`config.mk`:
```
export PLATFORM = sky130hd
export DESIGN_NAME = alu_issue_stage
export DESIGN_NICKNAME = d
export VERILOG_FILES = /design/src/rtl/alu_pkg.sv /design/src/rtl/alu_decode.sv /design/src/rtl/alu_issue_stage.sv
export SDC_FILE = /design/constraint.sdc
export NUM_CORES = 1
export LEC_CHECK = 0
export ABC_CLOCK_PERIOD_IN_PS = 4250
export CORE_ASPECT_RATIO = 1.75
export CORE_UTILIZATION = 35
export DETAILED_ROUTE_END_ITERATION = 7
export DONT_BUFFER_PORTS = 1
export GPL_TIMING_DRIVEN = 0
export PLACE_DENSITY_LB_ADDON = 0.1
export SYNTH_ARGS = -nofsm -noshare
export SYNTH_HDL_FRONTEND = slang
export SYNTH_SLANG_ARGS = --single-unit
```
`constraint.sdc`:
```
create_clock -name clk -period 4.25 [get_ports clk]
set_input_delay 0.85 -clock clk [delete_from_list [all_inputs] [get_ports clk]]
set_output_delay 0.85 -clock clk [all_outputs]
set_load 0.03 [all_outputs]
```
`src/rtl/alu_pkg.sv`:
```
// Shared types and constants for the ALU issue stage: ALU op codes, RV32I opcodes,
// funct7 values and the decoded bundle that travels through the ID/EX register.
package alu_pkg;

   typedef enum logic [3:0] {
      ALU_ADD  = 4'b0000,
      ALU_SUB  = 4'b0001,
      ALU_SLL  = 4'b0010,
      ALU_SLT  = 4'b0011,
      ALU_SLTU = 4'b0100,
      ALU_XOR  = 4'b0101,
      ALU_SRL  = 4'b0110,
      ALU_SRA  = 4'b0111,
      ALU_OR   = 4'b1000,
      ALU_AND  = 4'b1001
   } alu_op_e;

   localparam logic [6:0] OPC_OP     = 7'b0110011;
   localparam logic [6:0] OPC_OP_IMM = 7'b0010011;
   localparam logic [6:0] OPC_LUI    = 7'b0110111;
   localparam logic [6:0] OPC_AUIPC  = 7'b0010111;

   localparam logic [6:0] F7_BASE = 7'b0000000;
   localparam logic [6:0] F7_ALT  = 7'b0100000;

   typedef struct packed {
      logic [31:0] in1;
      logic [31:0] in2;
      alu_op_e     op;
      logic [4:0]  rd;
      logic        we;
      logic        illegal;
   } alu_bundle_t;

   // Base (funct7 = 0) mapping shared by OP and OP-IMM.
   function automatic alu_op_e op_from_funct3(input logic [2:0] funct3);
      case (funct3)
         3'b000:  return ALU_ADD;
         3'b001:  return ALU_SLL;
         3'b010:  return ALU_SLT;
         3'b011:  return ALU_SLTU;
         3'b100:  return ALU_XOR;
         3'b101:  return ALU_SRL;
         3'b110:  return ALU_OR;
         default: return ALU_AND;
      endcase
   endfunction

endpackage

```
`src/rtl/alu_decode.sv`:
```
// Combinational RV32I decode of OP / OP-IMM (and LUI / AUIPC when
// ALU_ISSUE_UPPER_IMM_EN is defined) into an alu_bundle_t.
module alu_decode
   import alu_pkg::*;
(
   input  logic [31:0] instr,
   input  logic [31:0] pc,
   input  logic [31:0] rs1_data,
   input  logic [31:0] rs2_data,
   output alu_bundle_t bundle
);

   logic [6:0]  opcode;
   logic [2:0]  funct3;
   logic [6:0]  funct7;
   logic [31:0] imm_i;
   logic [31:0] shamt;

   assign opcode = instr[6:0];
   assign funct3 = instr[14:12];
   assign funct7 = instr[31:25];
   assign imm_i  = {{20{instr[31]}}, instr[31:20]};
   assign shamt  = {27'b0, instr[24:20]};

`ifndef ALU_ISSUE_UPPER_IMM_EN
   logic unused_bits;
   assign unused_bits = ^{pc, instr[19:15]};
`endif

   logic        legal;
   alu_op_e     op;
   logic [31:0] in1;
   logic [31:0] in2;

   always_comb begin
      legal = 1'b0;
      op    = ALU_ADD;
      in1   = '0;
      in2   = '0;
      case (opcode)
         OPC_OP: begin
            in1 = rs1_data;
            in2 = rs2_data;
            if (funct7 == F7_BASE) begin
               legal = 1'b1;
               op    = op_from_funct3(funct3);
            end else if (funct7 == F7_ALT && funct3 == 3'b000) begin
               legal = 1'b1;
               op    = ALU_SUB;
            end else if (funct7 == F7_ALT && funct3 == 3'b101) begin
               legal = 1'b1;
               op    = ALU_SRA;
            end
         end
         OPC_OP_IMM: begin
            in1   = rs1_data;
            in2   = imm_i;
            legal = 1'b1;
            op    = op_from_funct3(funct3);
            // Shifts carry the shamt only; funct7 must be an exact encoding.
            if (funct3 == 3'b001) begin
               in2   = shamt;
               legal = (funct7 == F7_BASE);
            end else if (funct3 == 3'b101) begin
               in2 = shamt;
               if (funct7 == F7_ALT) begin
                  op = ALU_SRA;
               end else if (funct7 != F7_BASE) begin
                  legal = 1'b0;
               end
            end
         end
`ifdef ALU_ISSUE_UPPER_IMM_EN
         OPC_LUI: begin
            legal = 1'b1;
            in1   = '0;
            in2   = {instr[31:12], 12'b0};
         end
         OPC_AUIPC: begin
            legal = 1'b1;
            in1   = pc;
            in2   = {instr[31:12], 12'b0};
         end
`endif
         default: legal = 1'b0;
      endcase

      bundle.rd      = instr[11:7];
      bundle.illegal = !legal;
      bundle.we      = legal && (instr[11:7] != 5'd0);
      bundle.op      = legal ? op  : ALU_ADD;
      bundle.in1     = legal ? in1 : '0;
      bundle.in2     = legal ? in2 : '0;
   end

endmodule

```
`src/rtl/alu_issue_stage.sv`:
```
// Decode/issue stage: ID/EX register with valid/ready handshake, flush and sticky
// illegal flag. Optional LUI/AUIPC decode under ALU_ISSUE_UPPER_IMM_EN.
module alu_issue_stage
   import alu_pkg::*;
#(
   parameter int XLEN = 32
) (
   input  logic        clk,
   input  logic        rst,
   input  logic        flush,
   input  logic        in_valid,
   output logic        in_ready,
   input  logic [31:0] instr,
   input  logic [31:0] pc,
   output logic [4:0]  rs1_addr,
   output logic [4:0]  rs2_addr,
   input  logic [31:0] rs1_data,
   input  logic [31:0] rs2_data,
   output logic        out_valid,
   input  logic        out_ready,
   output logic [31:0] alu_in1,
   output logic [31:0] alu_in2,
   output logic [3:0]  alu_op_ctrl,
   output logic [4:0]  rd_addr,
   output logic        rd_we,
   output logic        illegal,
   output logic        illegal_sticky
);

   alu_bundle_t dec_bundle;
   alu_bundle_t bundle_reg, bundle_next;
   logic        valid_reg, valid_next;
   logic        sticky_reg, sticky_next;
   logic        accept;

   alu_decode u_decode (
      .instr    (instr),
      .pc       (pc),
      .rs1_data (rs1_data),
      .rs2_data (rs2_data),
      .bundle   (dec_bundle)
   );

   assign rs1_addr = instr[19:15];
   assign rs2_addr = instr[24:20];
   assign in_ready = !valid_reg || out_ready;
   assign accept   = in_valid && in_ready;

   always_comb begin
      bundle_next = bundle_reg;
      valid_next  = valid_reg;
      sticky_next = sticky_reg || (valid_reg && out_ready && bundle_reg.illegal);
      // Flush wins over a concurrent accept; stale data fields are harmless.
      if (flush) begin
         valid_next = 1'b0;
      end else if (accept) begin
         valid_next  = 1'b1;
         bundle_next = dec_bundle;
      end else if (out_ready) begin
         valid_next = 1'b0;
      end
   end

   always_ff @(posedge clk or posedge rst) begin
      if (rst) begin
         valid_reg  <= 1'b0;
         bundle_reg <= '0;
         sticky_reg <= 1'b0;
      end else begin
         valid_reg  <= valid_next;
         bundle_reg <= bundle_next;
         sticky_reg <= sticky_next;
      end
   end

   assign out_valid      = valid_reg;
   assign alu_in1        = bundle_reg.in1;
   assign alu_in2        = bundle_reg.in2;
   assign alu_op_ctrl    = bundle_reg.op;
   assign rd_addr        = bundle_reg.rd;
   assign rd_we          = bundle_reg.we;
   assign illegal        = bundle_reg.illegal;
   assign illegal_sticky = sticky_reg;

endmodule

```
==> metrics, run 1 <==
TritonCTS clock tree yes; Synth top area share 55.7%; FMAX 412 MHz; Syn Inst Count 303; Die X 77.2 um; post-CTS sizing 0; status complete, no violations; LEAKAGE 1.79 nW; Synth area leaders dfrtp_1, o21ai_2, a22o_2; postcts setup bufs 0; antenna violations before repair 0; Seq/Total Area, Yosys 55.7%; worst-margin pin slew 0.579 ns; Mapped Avg Cell Area 11.4 um2; Synthesized Nets 436; endpoints failing setup 0; FF-to-FF End alu_in2[5]; I/O pin count 221; dpl hpwl 6610 um; area leader, netlist dfrtp_1; largest fanout on the critical path 10; Max-cap violations 0; CTS clk-pin slew, worst paths 0.06 ns; pwr dens 433 nW/um2; clk sinks 77; number of global-route vias before repair 2,542; WS Path Type reg -> reg; origin of the critical flop-to-flop path out_valid; GRT Residual Overflow 0; most frequent cells in the layout dfrtp_1, nand2_1, o21ai_2, a22o_2, a21oi_1; clk buf depth 2; worst IR drop on VDD 193 uV; ys async rst share 100%; H-Tree Depth 3; drt initial violations 63; RePlAce Congestion 0.787; DR vias/cell 5.38; commonest non-fill, non-tap cell in the layout dfrtp_1; Total Routing Usage GR 17.7%; Post-Syn Area 3460 um2; Critical Path Source Type flip-flop; Ant. Diodes 0; Post-synth EDFFs 0; Std-Cell Rows 47; critical path required time 4.51 ns; DR vias 2,379; Slew Limit Fails 0; Setup TNS 0 ns; area grow syn2layout 14.6%; Core ar. 9530 um2; ys flop type dfrtp_1; cts hold-fix bufs 0; Worst Clk Skew 0.00472 ns; Worst EP arrival 2.69 ns; global-route wire length before repair 13,800 um; Skew-Pair Late Insertion Delay 0.33 ns; port buffer count 0; CTS root buf clkbuf_16; Place WS 1.56 ns; initial core utilization 36.3%; # fillers 937; DRT antenna net count 0; Worst Reg-to-Reg Cells 7; largest net degree at the start of global routing 48; Synth Register Bits 77; Worst R2R Setup Slack 1.82 ns; mean routed wirelength per cell 20.0 um; multi-input logic area 1320 um2; Setup crit end kind flip-flop; Tmin final 2.43 ns; Slew Limit Headroom 61.4%; Yosys warning count 0; nets 448; Hold Crit Class in -> async; Die Span Y 134 um; RSZ-0062 raised after global routing false; share of cells above drive strength 1 29.7%; Die Area 10,300 um2; crit share post-route 57.1%; PnR worst setup slack 1.82 ns; # DRC 0; Inserted Clock Buffers 9; Final Hold Vio Count 0; Synth cell types 42; sequential cell area 1930 um2; TritonRoute pass-1 iters 4; drt total wl 8860 um
==> Yosys cell counts (2+ instances only) <==
cell      count
buf_2         2
nand2_1      51
inv_1         2
clkbuf_1     13
buf_6         6
a21oi_1      21
mux2i_1       5
o21ai_2      30
nor2b_1       5
buf_4        10
a22o_1       11
o41ai_1       2
o21ai_0       7
a22oi_1       6
dfrtp_1      77
nor3b_1       2
nor2_1        8
a22o_2       21
==> flip-flops by register name, summed over array words and instances (netlist names) <==
signal	count
alu_in1	32
rd_we	1
illegal_sticky	1
alu_op_ctrl	4
illegal	1
rd_addr	5
alu_in2	32
out_valid	1
==> worst max-delay path, cell delays in order, from the launching register on <==
cell and delay, ns:
dfrtp_1 0.54, nor2b_1 0.34, inv_1 0.24, nand3b_1 0.15, clkbuf_1 0.41, clkbuf_1 0.46, nand2_1 0.14, o21ai_2 0.07
==> where the power goes <==
part	internal [mW]	total, mW	switching [mW]
combinational	0.0358	0.114	0.0786
clock	0.517	0.828	0.310
sequential	0.744	0.775	0.0312
total	1.30	1.72	0.420
==> through the flow <==
| step | hold slack, ns | util (%) | total power, mW | instances | instance area [um2] |
|---|---|---|---|---|---|
| after floorplan | 0.650 | - | 0.877 | 303 | 3460 |
| after global placement | 0.673 | 37.9 | 0.902 | 425 | 3610 |
| after detailed placement | 0.675 | 38.2 | 0.906 | 426 | 3640 |
| after CTS | 0.397 | 41.6 | 1.74 | 442 | 3960 |
| after global routing | 0.416 | 41.6 | 1.79 | 442 | 3960 |
| final | 0.393 | 41.6 | 1.72 | 442 | 3960 |
==> worst max-delay path by stage <==
stage | from | endpoint | slack (ns)
5_1_grt | out_valid | alu_in2[0] | 1.56
4_1_cts | out_valid | alu_in2[5] | 1.77
3_5_place_dp | out_ready | alu_in2[5] | 1.56
3_3_place_gp | rst | alu_in2[8] | 0.45
6_report | out_valid | alu_in2[5] | 1.82
2_1_floorplan | rst | alu_in1[0] | 1.43
==> final cells by class <==
class | count | area share [%]
flip-flops and latches | 77 | 48.6
multi-input cells | 192 | 33.3
clock buffers | 9 | 5.68
plain buffers | 32 | 5.18
well taps | 122 | 3.85
clock inverters | 7 | 2.43
repair buffers | 1 | 0.694
inverters | 2 | 0.253
==> cell families (layout without fill, tap and decap cells) <==
| kind of cell | Yosys count | count (layout) | synth area share [%] |
|---|---|---|---|
| compound gates | 107 | 107 | 25.1 |
| flops | 77 | 77 | 55.7 |
| simple gates | 77 | 77 | 10.8 |
| buf+inv | 34 | 51 | 6.15 |
| mux | 6 | 6 | 1.77 |
| xor+xnor | 2 | 2 | 0.506 |
==> layer usage <==
layer / track usage (%) / vias up / part of all wire (%)
met5: 0 / - / 0
met1: 19.2 / 1139 / 37
met2: 31.4 / 121 / 53
met4: 7.76 / 0 / 2.1
met3: 5.14 / 13 / 7.6
li1: - / 1106 / -
Power figures use the tool's default switching activity.
==> inputs of run 2 (changes only) <==
Settings changed: ABC_CLOCK_PERIOD_IN_PS 4250 to 2400.
Clock period 4.25 ns to 2.4 ns, I/O delays scaled along.
==> metrics, run 2 (synthesized netlist as in run 1, its figures left out) <==
crit-path leading delay family buffers and inverters; critical-path cell list nor2b_1, inv_1, nand3b_1, buf_4, clkbuf_1, a22o_2; # fillers 946; Ant. Diodes 0; Cell Count, Final, Fillers Out 443; Total Routing Usage GR 17.6%; Setup crit end kind flip-flop; critical path required time 2.67 ns; LEAKAGE 1.79 nW; status complete, no violations; origin of the critical flop-to-flop path out_valid; delay of the slowest cell on the worst path 0.54 ns; drt total wl 8930 um; most frequent cells in the layout dfrtp_1, nand2_1, o21ai_2, a22o_2, a21oi_1; number of global-route vias before repair 2,542; dpl hpwl 6660 um; Final Hold Vio Count 0; Std-Cell Rows 47; area grow syn2layout 14.8%; drt initial violations 90; H-Tree Depth 3; global-route wire length before repair 13,900 um; endpoints failing setup 0; Crit path buffers/inverters 3; TritonRoute pass-1 iters 4; clk sinks 77; Hold Crit Class in -> async; Slew Limit Fails 0; Die Span Y 134 um; I/O pin count 221; RePlAce Congestion 0.797; crit path from out_valid; share of cells above drive strength 1 30.8%; multi-input logic area 1320 um2; WS Path Type reg -> reg; TritonCTS clock tree yes; FMAX 467 MHz; port buffer count 0; commonest non-fill, non-tap cell in the layout dfrtp_1; final core occ 41.7%; Die X 77.2 um; Max-cap violations 0; CTS root buf clkbuf_16; DR vias 2,404; DRT antenna net count 0; slowest stage cell on the critical path dfrtp_1; RSZ-0062 raised after global routing false; Die Area 10,300 um2; Slew Limit Headroom 45.4%; worst IR drop on VDD 444 uV; Skew-Pair Late Insertion Delay 0.32 ns; largest net degree at the start of global routing 42; Inserted Clock Buffers 9; GRT Residual Overflow 0; initial core utilization 36.3%; cts hold-fix bufs 0; sequential cell area 1930 um2; Tmin final 2.14 ns; crit share post-route 89.3%; clk buf depth 2; placed insts 426; nets 449; pwr dens 766 nW/um2; Worst Clk Skew 0.00217 ns; DR vias/cell 5.43; CTS clk-pin slew, worst paths 0.06 ns; # DRC 0; mean routed wirelength per cell 20.2 um; largest fanout on the critical path 10; Core ar. 9530 um2; Worst EP arrival 2.41 ns; worst-margin pin slew 0.818 ns; antenna violations before repair 0; Critical Path Source Type flip-flop
-- run 2: changes by cell type in the layout (fill, tap and decap cells not counted), sizes merged --
cell	change
buf	+2
clkbuf	-1
clkinvlp	+1
inv	-1
-- run 2: final cells by class --
type | count | share of cell area (%)
Buffer | 31 | 5.14
Clock inverter | 7 | 2.43
Sequential cell | 77 | 48.5
Tap cell | 122 | 3.84
Timing Repair Buffer | 3 | 0.882
Clock buffer | 9 | 5.67
Inverter | 2 | 0.284
Multi-Input combinational cell | 192 | 33.2
-- run 2: power by group --
group          leakage, nW  total [mW]  internal, mW  switching, mW
Clock                0.160        1.46         0.916          0.549
Combinational        0.580       0.204        0.0643          0.140
Sequential            1.05        1.37          1.32         0.0557
-- run 2: per-stage QoR --
stage               worst slack (ns)  TNS, ns  hold slack (ns)  instance area, um2  total power [mW]
floorplan                      0.430        0            0.546                3460              1.55
global route                   0.126        0            0.200                3970              3.16
CTS                           0.0744        0            0.194                3960              3.08
finish                         0.257        0            0.163                3970              3.04
detailed placement           -0.0890    -2.33            0.553                3640              1.60
global placement             -0.0899    -2.63            0.552                3620              1.60
-- run 2: what timing repair did --
action | 4_1_cts | 5_1_grt
pin swaps | 0 | 1
resized for setup | 2 | 0
buffers inserted | 0 | 2
setup endpoints to repair | 63 | 46
-- run 2: routing by layer --
layer	global-route usage, %	wire [um]
met1	19.0	3290
met3	6.10	710
met2	30.9	4720
met5	0	0
met4	6.81	209
-- run 2: path summary, 6_finish.rpt --
path / to / slack, ns / cells after the start
worst min-delay path: alu_in2[23] / 0.16 / 1
min in group clk: out_valid / 0.22 / 1
max in group asynchronous: illegal / 1.55 / 2
worst min register to register: rd_addr[3] / 0.68 / 2
worst max register to register: alu_in1[30] / 0.26 / 6
worst max-delay path: alu_in1[30] / 0.26 / 6
==> inputs of run 3 (changes only) <==
Settings changed: CAP_MARGIN set to 20, CELL_PAD_IN_SITES_DETAIL_PLACEMENT set to 0, CELL_PAD_IN_SITES_GLOBAL_PLACEMENT set to 2.
==> metrics, run 3 (synthesized netlist as in run 1, its figures left out) <==
# DRC 0; CTS root buf clkbuf_16; clk buf depth 2; Slew Limit Headroom 41.3%; TritonCTS clock tree yes; most frequent cells in the layout dfrtp_1, nand2_1, o21ai_2, a22o_2, a21oi_1; Die Area 10,300 um2; Tmin final 2.12 ns; Place WS -0.124 ns; Inserted Clock Buffers 9; pwr dens 811 nW/um2; DR vias 2,409; worst-margin pin slew 0.879 ns; endpoints failing setup 0; Hold Crit Class in -> async; Ant. Diodes 0; mean routed wirelength per cell 20.3 um; worst IR drop on VDD 464 uV; WS Path Type reg -> reg; Max-cap violations 0; delay of the slowest cell on the worst path 0.53 ns; # fillers 955; Final Cell Area 4010 um2; GRT Residual Overflow 0; PnR worst setup slack 0.285 ns; Std-Cell Rows 47; commonest non-fill, non-tap cell in the layout dfrtp_1; Die Span Y 134 um; global-route wire length before repair 13,900 um; Slew Limit Fails 0; area grow syn2layout 16.0%; initial core utilization 36.3%; largest fanout on the critical path 10; largest net degree at the start of global routing 40; placed insts 426; share of cells above drive strength 1 30.6%; number of global-route vias before repair 2,584; drt initial violations 127; Core ar. 9530 um2; cts hold-fix bufs 0; status complete, no violations; crit share post-route 88.1%; Critical Path Source Type flip-flop; hold slack 0.190 ns; RSZ-0062 raised after global routing false; FMAX 473 MHz; dpl hpwl 6610 um; Setup crit end kind flip-flop; DRT antenna net count 0; TritonRoute pass-1 iters 4; port buffer count 0; critical path required time 2.67 ns; DR vias/cell 5.45; Cell Count, Final, Fillers Out 442; Total Routing Usage GR 17.7%; Worst Clk Skew 0.00269 ns; slowest stage cell on the critical path dfrtp_1; Final Hold Vio Count 0; CTS clk-pin slew, worst paths 0.06 ns; Die X 77.2 um; H-Tree Depth 3; LEAKAGE 1.81 nW; clk sinks 77; drt total wl 8960 um; I/O pin count 221; Skew-Pair Late Insertion Delay 0.33 ns; Worst EP arrival 2.38 ns; nets 448; final core occ 42.1%; critical-path cell list nor2b_1, inv_1, nand3b_1, buf_4, clkbuf_1, a22o_2; RePlAce Congestion 0.749; placed cell area 3640 um2; antenna violations before repair 0
run 3: cell count changes in the layout (fill, tap and decap cells not counted), sizes merged:
| cell | change |
|---|---|
| clkinv | -3 |
| buf | -1 |
| bufinv | +2 |
| clkinvlp | +1 |
run 3: area by class of cell:
| cell class | instances | area (um2) | share of cell area, % |
|---|---|---|---|
| flip-flops and latches | 77 | 1930 | 48.0 |
| well taps | 122 | 153 | 3.80 |
| multi-input cells | 192 | 1320 | 32.9 |
| inverters | 2 | 11.3 | 0.281 |
| repair buffers | 2 | 27.5 | 0.686 |
| clock inverters | 7 | 145 | 3.62 |
| plain buffers | 31 | 204 | 5.08 |
| clock buffers | 9 | 225 | 5.61 |
run 3: through the flow:
| stage | setup TNS (ns) | total power, mW |
|---|---|---|
| 6_report | 0 | 3.25 |
| 5_1_grt | 0 | 3.38 |
| 4_1_cts | 0 | 3.31 |
| 3_5_place_dp | -1.54 | 1.60 |
| 3_3_place_gp | -2.08 | 1.60 |
| 2_1_floorplan | 0 | 1.55 |
run 3: timing repair:
action | in CTS | in global routing
pin swaps | 0 | 1
endpoints found under the setup margin | 70 | 25
resized for setup | 1 | 2
setup buffers | 0 | 1
run 3: report_power, final:
group,internal [mW],switching (mW),total [mW],leakage (nW)
Sequential,1.32,0.0540,1.37,1.05
Combinational,0.0632,0.141,0.204,0.576
Clock,1.13,0.549,1.68,0.177
Total,2.51,0.744,3.25,1.81
run 3: worst max-delay path: cells and delay by family, from the launching register on:
kind	cells	cell delay, ns
buffers and inverters	3	0.81
flip-flops	1	0.53
AND/OR/NAND/NOR	2	0.48
AO/OA/AOI/OAI	1	0.23
run 3: path summary, 6_finish.rpt:
| path | startpoint | end | slack (ns) | depth (start not counted) |
|---|---|---|---|---|
| max | out_valid | alu_in1[13] | 0.28 | 6 |
| min | rst | alu_in1[14] | 0.19 | 1 |
| max reg2reg | out_valid | alu_in1[13] | 0.28 | 6 |
| min reg2reg | rd_addr[0] | rd_addr[0] | 0.68 | 2 |
| max in group asynchronous | rst | alu_in2[1] | 1.54 | 2 |
| min in group clk | flush | out_valid | 0.21 | 1 |
run 3: routing by layer:
metal	routed length, um	vias up	GRT usage (%)
met5	0	-	0
met4	182	0	7.34
met3	744	13	6.16
met2	4850	117	31.6
met1	3190	1177	18.6
li1	-	1102	-
